**config.mk**
```make
export PLATFORM = sky130hd
export DESIGN_NAME = dfs_search_engine
export DESIGN_NICKNAME = d
export VERILOG_FILES = /design/src/rtl/dfs_pkg.sv /design/src/rtl/dfs_stack.sv /design/src/rtl/dfs_search_engine.sv
export SDC_FILE = /design/constraint.sdc
export NUM_CORES = 1
export LEC_CHECK = 0
export ABC_AREA = 0
export ABC_CLOCK_PERIOD_IN_PS = 4400
export CAP_MARGIN = 25
export CORE_ASPECT_RATIO = 0.6
export CORE_MARGIN = 3
export CORE_UTILIZATION = 59
export CTS_CLUSTER_DIAMETER = 30
export DETAILED_ROUTE_END_ITERATION = 8
export MAX_ROUTING_LAYER = met4
export PLACE_DENSITY_LB_ADDON = 0.2
export SLEW_MARGIN = 20
export SYNTH_ARGS = -nofsm -noshare
export SYNTH_HDL_FRONTEND = slang
export SYNTH_SLANG_ARGS = --single-unit
```
**constraint.sdc**
```tcl
create_clock -name clk -period 4.4 [get_ports clk]
set_input_delay 0.88 -clock clk [delete_from_list [all_inputs] [get_ports clk]]
set_output_delay 0.88 -clock clk [all_outputs]
set_load 0.01 [all_outputs]
```
**src/rtl/dfs_pkg.sv**
```systemverilog
// dfs_pkg: FSM state encoding and saturating adder shared by the DFS search engine
package dfs_pkg;
   typedef enum logic [2:0] {S_IDLE, S_POP, S_FETCH, S_EVAL, S_PUSH, S_DONE} state_t;
   function automatic logic [31:0] sat_add(input logic [31:0] a, input logic [31:0] b, input int unsigned w);
      logic [32:0] s;
      logic [32:0] lim;
      s = {1'b0, a} + {1'b0, b};
      lim = (33'd1 << w) - 33'd1;
      return (s > lim) ? lim[31:0] : s[31:0];
   endfunction
endpackage

```
**src/rtl/dfs_stack.sv**
```systemverilog
// dfs_stack: synchronous LIFO; clr empties it and may coincide with a push into slot 0
module dfs_stack #(
   parameter int W     = 16,
   parameter int DEPTH = 16
) (
   input  logic         clk,
   input  logic         rst_n,
   input  logic         clr,
   input  logic         push,
   input  logic         pop,
   input  logic [W-1:0] din,
   output logic [W-1:0] dout,
   output logic         full,
   output logic         empty
);
   localparam int PW = $clog2(DEPTH) + 1;
   logic [W-1:0]  mem [DEPTH];
   logic [PW-1:0] sp, wp;
   assign wp    = clr ? '0 : sp;
   assign full  = sp == PW'(DEPTH);
   assign empty = sp == '0;
   assign dout  = mem[(PW-1)'(sp - PW'(1))];
   always_ff @(posedge clk)
      if (!rst_n) sp <= '0;
      else sp <= wp + PW'(push) - PW'(pop);
   always_ff @(posedge clk)
      if (push && (clr || !full)) mem[(PW-1)'(wp)] <= din;
endmodule

```
**src/rtl/dfs_search_engine.sv**
```systemverilog
// dfs_search_engine: depth-first tree walker over external node memory with best-leaf cost tracking
module dfs_search_engine import dfs_pkg::*; #(
   parameter int AW        = 8,
   parameter int WW        = 8,
   parameter int MAX_CHILD = 4,
   parameter int DEPTH     = 16,
   parameter int PRUNE     = 1,
   localparam int CW       = $clog2(MAX_CHILD + 1)
) (
   input  logic          clk,
   input  logic          rst_n,
   input  logic          start,
   input  logic          abort,
   input  logic          done_ack,
   input  logic          mode_max,
   input  logic [AW-1:0] root_addr,
   output logic          mem_req,
   output logic [AW-1:0] mem_addr,
   input  logic          mem_ack,
   input  logic [WW-1:0] mem_weight,
   input  logic [CW-1:0] mem_nchild,
   input  logic [AW-1:0] mem_child_base,
   output logic          busy,
   output logic          done,
   output logic          best_valid,
   output logic [WW-1:0] best_cost,
   output logic [AW-1:0] best_leaf,
   output logic [15:0]   leaf_count,
   output logic [15:0]   nodes_visited,
   output logic          err_overflow,
   output logic          err_fanout,
   output logic          err_abort
);
   typedef struct packed {logic [AW-1:0] addr; logic [WW-1:0] acc;} entry_t;
   state_t        state, state_n;
   entry_t        din, dout;
   logic          push, pop, clr, full, empty, active, better, prune, mode_r;
   logic [AW-1:0] cur_addr, base;
   logic [WW-1:0] cur_acc, wt, acc_n;
   logic [CW-1:0] nch, nch_eff, idx;
   assign active   = state inside {S_POP, S_FETCH, S_EVAL, S_PUSH};
   assign busy     = active;
   assign done     = state == S_DONE;
   assign mem_req  = state == S_FETCH;
   assign mem_addr = cur_addr;
   assign acc_n    = WW'(sat_add(32'(cur_acc), 32'(wt), WW));
   assign nch_eff  = (nch > CW'(MAX_CHILD)) ? CW'(MAX_CHILD) : nch;
   assign better   = !best_valid || (mode_r ? acc_n > best_cost : acc_n < best_cost);
   assign prune    = PRUNE != 0 && !mode_r && best_valid && acc_n >= best_cost;
   dfs_stack #(.W($bits(entry_t)), .DEPTH(DEPTH)) u_stack (
      .clk(clk), .rst_n(rst_n), .clr(clr), .push(push), .pop(pop),
      .din(din), .dout(dout), .full(full), .empty(empty)
   );
   always_ff @(posedge clk)
      if (!rst_n) state <= S_IDLE;
      else state <= state_n;
   always_comb begin
      state_n = state;
      clr     = 1'b0;
      push    = 1'b0;
      pop     = 1'b0;
      din     = '{addr: base + AW'(idx), acc: cur_acc};
      if (active && abort) state_n = S_DONE;
      else case (state)
         S_IDLE: begin
            clr     = start;
            push    = start;
            din     = '{addr: root_addr, acc: '0};
            state_n = start ? S_POP : S_IDLE;
         end
         S_POP: begin
            pop     = !empty;
            state_n = empty ? S_DONE : S_FETCH;
         end
         S_FETCH: state_n = mem_ack ? S_EVAL : S_FETCH;
         S_EVAL:  state_n = (nch_eff == '0 || prune) ? S_POP : S_PUSH;
         S_PUSH: begin
            push    = !full;
            state_n = full ? S_DONE : (idx == '0 ? S_POP : S_PUSH);
         end
         default: state_n = done_ack ? S_IDLE : S_DONE;
      endcase
   end
   always_ff @(posedge clk) begin
      if (!rst_n) begin
         mode_r        <= 1'b0;
         cur_addr      <= '0;
         cur_acc       <= '0;
         wt            <= '0;
         nch           <= '0;
         base          <= '0;
         idx           <= '0;
         best_valid    <= 1'b0;
         best_cost     <= '0;
         best_leaf     <= '0;
         leaf_count    <= '0;
         nodes_visited <= '0;
         err_overflow  <= 1'b0;
         err_fanout    <= 1'b0;
         err_abort     <= 1'b0;
      end else if (active && abort) err_abort <= 1'b1;
      else case (state)
         S_IDLE: if (start) begin
            mode_r        <= mode_max;
            best_valid    <= 1'b0;
            best_cost     <= '0;
            best_leaf     <= '0;
            leaf_count    <= '0;
            nodes_visited <= '0;
            err_overflow  <= 1'b0;
            err_fanout    <= 1'b0;
            err_abort     <= 1'b0;
         end
         S_POP: if (!empty) begin
            cur_addr <= dout.addr;
            cur_acc  <= dout.acc;
         end
         S_FETCH: if (mem_ack) begin
            wt   <= mem_weight;
            nch  <= mem_nchild;
            base <= mem_child_base;
         end
         S_EVAL: begin
            nodes_visited <= nodes_visited + 16'd1;
            cur_acc       <= acc_n;
            idx           <= nch_eff - CW'(1);
            if (nch > CW'(MAX_CHILD)) err_fanout <= 1'b1;
            if (nch_eff == '0) begin
               leaf_count <= leaf_count + 16'd1;
               if (better) begin
                  best_valid <= 1'b1;
                  best_cost  <= acc_n;
                  best_leaf  <= cur_addr;
               end
            end
         end
         S_PUSH: if (full) err_overflow <= 1'b1;
                 else idx <= idx - CW'(1);
         default: ;
      endcase
   end
endmodule

```
==> flow_metrics.tcl, run 1 <==
set metrics [dict create \
    syn_inst 1058 \
    power_density_nw_per_um2 653 \
    grt_max_degree 87 \
    ctsRootBufferMaster "clkbuf_16" \
    area_growth_pct 19.6 \
    tightest_slew_ns 0.857 \
    hp-class "register to register" \
    reg2regPathDepth 14 \
    cp_max_fo 9 \
    crit_required_ns 4.87 \
    core_area_um2 24800 \
    use_met3 0.0659 \
    wire_per_inst_um 23.4 \
    drc 0 \
    startpoint_type "register" \
    leakagePower_nw 6.52 \
    routed_via_density 6.10 \
    crit_path_end "best_leaf[0]" \
    drv_slew 0 \
    drtPass1Iterations 5 \
    grt_util_met1 0.410 \
    antenna_found_initial 0 \
    ys_seq_elements 355 \
    p_sw_w 0.00403 \
    clkSinkCount 355 \
    startpoint "cur_acc[0]" \
    antenna_cells 0 \
    min_period_over_period 0.873 \
    grt_pass1_wl_mm 55.7 \
    hold_viol 0 \
    wirelength_mm 36.7 \
    maxCapViolations 0 \
    io_buffers 96 \
    reg2reg_slack_ns 0.56 \
    drive_above_1_share 0.173 \
    nNetsFinal 1263 \
    dp.cells 1493 \
    clk_latency_ns 0.55 \
    grt_usage 0.279 \
    cp-end-kind "register" \
    ioPinCount 97 \
    max_freq_mhz 260 \
    cts_tree "yes" \
    rsz0062_at_grt "false" \
    dr.first_iter.drc_count 1190 \
    synthesis.area_um2 15300 \
    pwr-share-comb 0.348 \
    busiest_layer "met1" \
    yosysSeqAreaShare 0.633 \
    min_period_ns 3.84 \
    fp.dieW_um 214 \
    slew_headroom 0.429 \
    fp.dieH_um 131 \
    synth_edf_count 256 \
    syn_area_per_cell_um2 14.4 \
    clk_pin_slew_ns 0.06 \
    yosys.cell_types.count 61 \
    vias 9592 \
    ys_warn_count 0 \
    clock_skew_ns 0.0158 \
    rows 44 \
    run_status "completed" \
    p_sw_frac 0.338 \
    initial_core_util 0.616 \
    gr-total-overflow 0 \
    die_area_um2 27900 \
    syn_nets 1126 \
    critPathKind "register to register" \
    drtAntennaViolNets 0 \
    final_cells 1572 \
    timing.rr.start "cur_acc[0]" \
    postSynth.asyncResetShare 0 \
    seq_power_share 0.348 \
    clkPwrFrac 0.304 \
    dp_hpwl_mm 24.0 \
    crit_arrival_ns 4.30 \
    hold_buffers 0 \
    cts_resized 0 \
    r2r-end "best_leaf[0]" \
    vdd_drop_max_mv 0.512 \
    finalSetupViolCount 0 \
    clock_path_buffers 3 \
    htreeDepth 2 \
    synth_ff_type "edfxtp_1" \
    p_int_w 0.00791 \
    place.gp.congestion 0.880 \
    grtUsageMet2 0.398 \
    setup_tns_ns 0 \
    cts_buffers 43 \
    grt_pass1_vias 9272 \
    cts_setup_buffers 0 \
]
[synth_stat cells, drive strengths merged, types with 9 or more instances]
library cell	instances	area, µm²
ha	31	388
inv	27	101
buf	30	189
and2	14	87.6
nand4	9	56.3
edfxtp	256	7690
or3	10	62.6
nor2	64	243
o21ai	31	155
o211ai	10	75.1
xor2	20	175
nand3	29	145
clkbuf	18	67.6
nor2b	34	213
nand2	107	407
nor3	13	81.3
mux4	73	1640
xnor2	21	184
dfxtp	99	1980
mux2i	47	470
a21oi	32	160
and3	12	75.1
[state kept, by name (all words and copies together), names as in the netlist, 8 cells and up]
signal / flops
best_leaf: 8
nodes_visited: 16
mem_addr: 8
base: 8
u_stack.mem: 256
cur_acc: 8
best_cost: 8
leaf_count: 16
wt: 8
[stage by stage]
step | power, W | hold slack, ns | worst slack [ns] | instance area [µm²] | utilization
2_1_floorplan | 0.00699 | 0.465 | 0.803 | 15300 | -
3_3_place_gp | 0.00824 | 0.449 | 0.752 | 16800 | 0.675
3_5_place_dp | 0.00833 | 0.454 | 0.620 | 16800 | 0.675
4_1_cts | 0.0120 | 0.463 | 0.592 | 18200 | 0.735
5_1_grt | 0.0125 | 0.500 | 0.265 | 18300 | 0.736
6_report | 0.0119 | 0.464 | 0.561 | 18300 | 0.736
[power groups by stage]
stage | Combinational [W] | Sequential [W] | Clock (W)
2_1_floorplan | 0.00283 | 0.00416 | 0
3_3_place_gp | 0.00403 | 0.00421 | 0
3_5_place_dp | 0.00411 | 0.00422 | 0
4_1_cts | 0.00415 | 0.00415 | 0.00368
5_1_grt | 0.00449 | 0.00417 | 0.00382
6_report | 0.00416 | 0.00415 | 0.00363
[worst min path at each step]
stage                 start           end  slack, ns  depth (start not counted)
6_report       best_leaf[2]  best_leaf[2]       0.46                          2
4_1_cts        best_leaf[2]  best_leaf[2]       0.46                          2
5_1_grt        best_leaf[6]  best_leaf[6]       0.50                          2
3_5_place_dp   best_leaf[2]  best_leaf[2]       0.45                          2
2_1_floorplan        mode_r        mode_r       0.47                          2
3_3_place_gp   best_leaf[4]  best_leaf[4]       0.45                          2
[final cells by class]
cell class                 instances  area (µm²)
multi-input combinational        628        5280
sequential                       355        9670
timing repair buffer             140        1310
clock buffer                      46        1110
inverter                          27         101
tap                              345         432
fill                            1583        6550
clock inverter                    31         374
[kinds of logic (layout without fill, tap and decap cells)]
logic type,count (synthesis),in the layout,synth area share
flip-flops,355,355,0.633
AND/OR/NAND/NOR,311,311,0.101
AO/OA/AOI/OAI,121,121,0.0513
multiplexers,121,121,0.139
buffers and inverters,75,244,0.0234
XOR/XNOR,41,41,0.0235
adder cells (fa/ha/maj),34,34,0.0293
[routing by layer]
layer / vias to the layer above / share of wire
met3: 62 / 0.089
met1: 4810 / 0.45
met5: - / 0
met2: 434 / 0.44
met4: 0 / 0.019
li1: 4286 / -
[critical path, cell delays in order, from the launching register on]
cell       delay [ns]
dfxtp_1          0.32
ha_1             0.25
fa_1             0.44
a21o_1           0.20
o2111ai_1        0.12
a21oi_1          0.19
or3_1            0.45
ha_1             0.32
nor2b_1          0.13
o211ai_1         0.17
a21oi_1          0.12
or3_1            0.38
a41oi_1          0.22
buf_4            0.24
mux2i_1          0.23
[cells in the final DEF (no fill, tap or decap), types with 4 or more instances in the layout]
master and instances:
and2_1 14, a31oi_1 7, ha_1 30, buf_4 41, nand4_1 9, nor3_1 11
xnor2_1 19, or3_1 10, nand3_1 29, a21boi_0 4, o211ai_1 10, bufinv_16 5
dfxtp_1 98, edfxtp_1 256, clkbuf_16 44, nor3b_1 4, clkdlybuf4s50_1 95, a21o_1 6
xor2_1 20, and3_1 12, o21ai_0 28, o21a_1 4, clkinv_4 6, mux2i_1 47
clkinvlp_4 5, inv_6 9, nand2_1 105, inv_1 27, a21oi_1 32, nor2b_1 34
nand2b_1 4, mux4_2 73, nor2_1 63
No activity file was read; power rests on OpenSTA's default activity.
==> run 2: changes to the inputs <==
- CAP_MARGIN: 25 -> unset
- CORE_UTILIZATION: 59 -> 58
==> run 2 against run 1 <==
  * Final cell count is 0.38% higher
  * Clock skew is 0.0029 ns higher
  * Die area is 1.7% higher
  * Clock power is 4% higher
  * Core utilization is 2.2 points lower
  * Sequential power is essentially flat
  * Via count is 1.3% lower
  * Largest cell class unchanged
  * Largest power group is now sequential cells
==> flow_metrics.tcl, run 2 (synthesis gave the netlist of run 1 again) <==
set metrics [dict create \
    gr-total-overflow 0 \
    place.gp.congestion 0.903 \
    routed_via_density 6.00 \
    vias 9471 \
    cp-end-kind "register" \
    core_area_um2 25600 \
    ctsRootBufferMaster "clkbuf_16" \
    hp-class "register to register" \
    cp_max_fo 8 \
    dr.first_iter.drc_count 1093 \
    r2r-end "best_cost[5]" \
    hold_viol 0 \
    hp-start "best_leaf[7]" \
    grt_pass1_vias 9257 \
    finalSetupViolCount 0 \
    crit_arrival_ns 4.38 \
    drive_above_1_share 0.169 \
    vdd_drop_max_mv 0.695 \
    reg_top3 "u_stack.mem: 256 flops, leaf_count: 16 flops, nodes_visited: 16 flops" \
    initial_core_util 0.597 \
    final_area_um2 18300 \
    hold_buffers 0 \
    die_area_um2 28400 \
    antenna_cells 0 \
    cts_buffers 43 \
    io_buffers 96 \
    tightest_slew_ns 1.11 \
    fp.dieH_um 132 \
    clkSinkCount 355 \
    hold_ws_ns 0.456 \
    timing.rr.start "cur_acc[0]" \
    clk_pin_slew_ns 0.06 \
    slew_headroom 0.259 \
    grt_pass1_wl_mm 55.7 \
    clock_skew_ns 0.0187 \
    min_period_over_period 0.891 \
    startpoint_type "register" \
    holdPathEnd "best_leaf[7]" \
    cts_setup_buffers 0 \
    reg2regPathDepth 13 \
    place_ws_ns 0.557 \
    largest-register "u_stack.mem" \
    power_density_nw_per_um2 655 \
    place_area_um2 16700 \
    nNetsFinal 1259 \
    maxCapViolations 0 \
    final_cell_mix "256 x edfxtp_1, 105 x nand2_1, 98 x dfxtp_1" \
    max_freq_mhz 255 \
    drtPass1Iterations 7 \
    rsz0062_at_grt "false" \
    clk_latency_ns 0.55 \
    layout_commonest_cell "edfxtp_1" \
    dp_hpwl_mm 23.5 \
    area_growth_pct 19.7 \
    largest_register_ffs 256 \
    clock_path_buffers 3 \
    run_status "completed" \
    grt_max_degree 87 \
    num-fill-cells 1709 \
    min_delay_path_depth 2 \
    min_period_ns 3.92 \
    crit_required_ns 4.86 \
    cts_tree "yes" \
    wirelength_mm 36.3 \
    grt_usage 0.266 \
    setup_tns_ns 0 \
    rows 45 \
    critPathKind "register to register" \
    fp.dieW_um 216 \
    drtAntennaViolNets 0 \
    drc 0 \
    antenna_found_initial 0 \
    reg2reg_slack_ns 0.48 \
    leakagePower_nw 6.52 \
    layout_setup_ws_ns 0.478 \
    htreeDepth 2 \
    drv_slew 0 \
    cts_resized 0 \
    wire_per_inst_um 23.0 \
    ioPinCount 97 \
]
## run 2: cell count changes in the layout (fill, tap and decap cells not counted), moves of 2 or more
cell       before  now
clkbuf_1        2    4
bufinv_16       5    7
o21ai_0        28   30
inv_6           9    7
## run 2: critical path, stage by stage, from the launching register on
cell	delay (ns)
dfxtp_1	0.32
ha_1	0.24
fa_1	0.43
a21o_1	0.19
o2111ai_1	0.12
a21oi_1	0.19
or2_1	0.32
or2_2	0.33
ha_1	0.32
a21oi_1	0.18
o21ai_0	0.15
o221ai_1	0.28
a41o_1	0.51
mux2i_1	0.25
## run 2: worst max path at each step
stage	to	slack (ns)	cells past startpoint	start
after global routing	best_cost[6]	0.24	13	cur_acc[0]
after global placement	best_cost[1]	0.75	13	cur_acc[0]
after CTS	best_cost[5]	0.53	13	cur_acc[0]
after floorplan	u_stack.sp[4]	0.80	21	u_stack.sp[0]
after detailed placement	best_leaf[0]	0.56	14	cur_acc[0]
final	best_cost[5]	0.48	13	cur_acc[0]
## run 2: cell type report
cell class | instances | area, µm² | area share
clock buffer | 48 | 1120 | 0.0610
clock inverter | 32 | 433 | 0.0237
inverter | 27 | 101 | 0.00554
multi-input combinational | 628 | 5280 | 0.288
sequential | 355 | 9670 | 0.529
tap | 352 | 440 | 0.0241
timing repair buffer | 136 | 1260 | 0.0687
## run 2: where the power goes
| part | internal, W | switching, W | leakage [nW] |
|---|---|---|---|
| sequential | 0.00401 | 0.000140 | 3.18 |
| combinational | 0.00168 | 0.00238 | 2.59 |
| clock | 0.00230 | 0.00147 | 0.740 |
| total | 0.00798 | 0.00399 | 6.52 |
## run 2: routing by layer
metal	wire length [µm]	track usage	vias to the layer above
met1	16400	0.405	4744
met3	3160	0.0537	58
met2	16000	0.373	385
met5	0	-	-
li1	-	-	4284
met4	743	0.0649	0
## run 2: metrics by stage
stage | power, W | utilization | std cells
after detailed placement | 0.00826 | 0.654 | 1498
after global routing | 0.0125 | 0.714 | 1578
after floorplan | 0.00699 | - | 1058
after CTS | 0.0120 | 0.714 | 1578
after global placement | 0.00819 | 0.654 | 1498
final | 0.0120 | 0.714 | 1578
==> run 3: changes to the inputs <==
- CELL_PAD_IN_SITES_DETAIL_PLACEMENT: unset -> 1
- CELL_PAD_IN_SITES_GLOBAL_PLACEMENT: unset -> 1
- CORE_UTILIZATION: 58 -> 50
==> run 3 against run 2 <==
  * First-iteration DRC count shrank 15%
  * Wire length up 14%
  * Critical endpoint is now best_leaf[0]
  * Setup slack got worse by 0.10 ns
  * Sequential power about the same
  * Design area is 0.92% higher
  * Worst hold slack improved by 0.015 ns
  * Combinational power grew 2%
  * Clock power up 2%
  * Power grew 1.4%
  * Largest power group unchanged
==> flow_metrics.tcl, run 3 (synthesis gave the netlist of run 1 again) <==
set metrics [dict create \
    crit_required_ns 4.89 \
    cts_resized 0 \
    run_status "completed" \
    clk_latency_ns 0.59 \
    vdd_drop_max_mv 0.366 \
    startpoint_type "register" \
    hp-start "best_leaf[1]" \
    tightest_slew_ns 0.948 \
    cts_buffers 50 \
    htreeDepth 2 \
    cts_tree "yes" \
    timing.rr.start "cur_acc[0]" \
    clkSinkCount 355 \
    crit_arrival_ns 4.52 \
    drtAntennaViolNets 0 \
    dr.first_iter.drc_count 925 \
    reg2regPathDepth 14 \
    holdPathEnd "best_leaf[1]" \
    antenna_found_initial 1 \
    fp.dieW_um 232 \
    hold_buffers 0 \
    min_delay_path_depth 2 \
    rows 48 \
    maxCapViolations 0 \
    vias 9608 \
    cp-end-kind "register" \
    layout_commonest_cell "edfxtp_1" \
    clock_skew_ns 0.0259 \
    critPathKind "register to register" \
    startpoint "cur_acc[0]" \
    hold_ws_ns 0.471 \
    grt_pass1_vias 10200 \
    max_freq_mhz 248 \
    ioPinCount 97 \
    largest_register_ffs 256 \
    wirelength_mm 41.3 \
    largest-register "u_stack.mem" \
    wire_per_inst_um 25.2 \
    drv_slew 0 \
    r2r-end "best_leaf[0]" \
    gr-total-overflow 0 \
    drc 0 \
    routed_via_density 5.85 \
    finalSetupViolCount 0 \
    drtPass1Iterations 5 \
    io_buffers 96 \
    cp_max_fo 9 \
    area_growth_pct 20.8 \
    clock_path_buffers 3 \
    reg2reg_slack_ns 0.37 \
    min_period_ns 4.03 \
    die_area_um2 32800 \
    num-fill-cells 2760 \
    leakagePower_nw 6.55 \
    rsz0062_at_grt "false" \
    clk_pin_slew_ns 0.06 \
    setup_tns_ns 0 \
    power_density_nw_per_um2 658 \
    dp_hpwl_mm 26.3 \
    nNetsFinal 1267 \
    initial_core_util 0.519 \
    hp-class "register to register" \
    cts_setup_buffers 0 \
    final_cell_mix "256 x edfxtp_1, 105 x nand2_1, 98 x dfxtp_1" \
    min_period_over_period 0.915 \
    hold_viol 0 \
    place.gp.congestion 0.853 \
    slew_headroom 0.368 \
    fp.dieH_um 141 \
    grt_usage 0.265 \
    reg_top3 "u_stack.mem: 256 flops, leaf_count: 16 flops, nodes_visited: 16 flops" \
    grt_pass1_wl_mm 63.4 \
    ctsRootBufferMaster "clkbuf_16" \
    drive_above_1_share 0.176 \
    grt_max_degree 45 \
    core_area_um2 29400 \
]
-- run 3: changes by cell type in the layout (fill, tap and decap cells not counted), sizes merged --
cell / delta
buf: +1
clkinvlp: +5
bufinv: -6
diode: +1
clkinv: +7
clkbuf: +6
inv: +1
-- run 3: worst max-delay path, stage by stage, from the launching register on --
cell and delay [ns]:
dfxtp_1 0.33, ha_1 0.23, fa_1 0.44, a21o_1 0.20, o2111ai_1 0.12, a21oi_1 0.20
or2_1 0.33, or2_2 0.32, ha_1 0.30, a21oi_1 0.15, o21ai_0 0.20, or3_1 0.40
a41oi_1 0.26, buf_4 0.25, mux2i_1 0.19
-- run 3: metrics by stage --
step                power [W]  instance area [µm²]  worst slack [ns]  utilization  instances
floorplan             0.00699                15300             0.803            -       1058
global placement      0.00817                16800             0.642        0.572       1547
detailed placement    0.00833                16800             0.454        0.572       1547
CTS                    0.0122                18500             0.418        0.627       1640
global route           0.0127                18500             0.131        0.627       1641
finish                 0.0122                18500             0.375        0.627       1641
-- run 3: area by class of cell --
cell class                      count  area (µm²)  area share
Sequential cell                   355        9670       0.524
Tap cell                          400         500      0.0271
Clock inverter                     39         340      0.0184
Timing Repair Buffer              137        1290      0.0698
Inverter                           27         101     0.00549
Antenna cell                        1        2.50    0.000136
Multi-Input combinational cell    628        5290       0.287
Clock buffer                       54        1270      0.0686
-- run 3: power breakdown --
| group | switching, W | leakage [nW] | internal [W] |
|---|---|---|---|
| registers | 0.000160 | 3.18 | 0.00401 |
| clock network | 0.00164 | 0.760 | 0.00220 |
| logic | 0.00244 | 2.61 | 0.00170 |
| total | 0.00424 | 6.55 | 0.00791 |
-- run 3: how the worst max path moves through the flow --
| stage | slack [ns] | endpoint | cells after the start |
|---|---|---|---|
| after floorplan | 0.80 | u_stack.sp[4] | 21 |
| after global placement | 0.64 | best_cost[6] | 13 |
| after detailed placement | 0.45 | best_cost[4] | 13 |
| after CTS | 0.42 | best_cost[4] | 13 |
| after global routing | 0.13 | best_cost[2] | 13 |
| final | 0.37 | best_leaf[0] | 14 |
-- run 3: routing by layer --
metal	wire, µm	vias to the layer above	GRT usage
met5	0	-	-
met4	639	0	0.0628
met3	2530	58	0.0596
met2	19000	290	0.399
met1	19100	4969	0.373
li1	-	4291	-
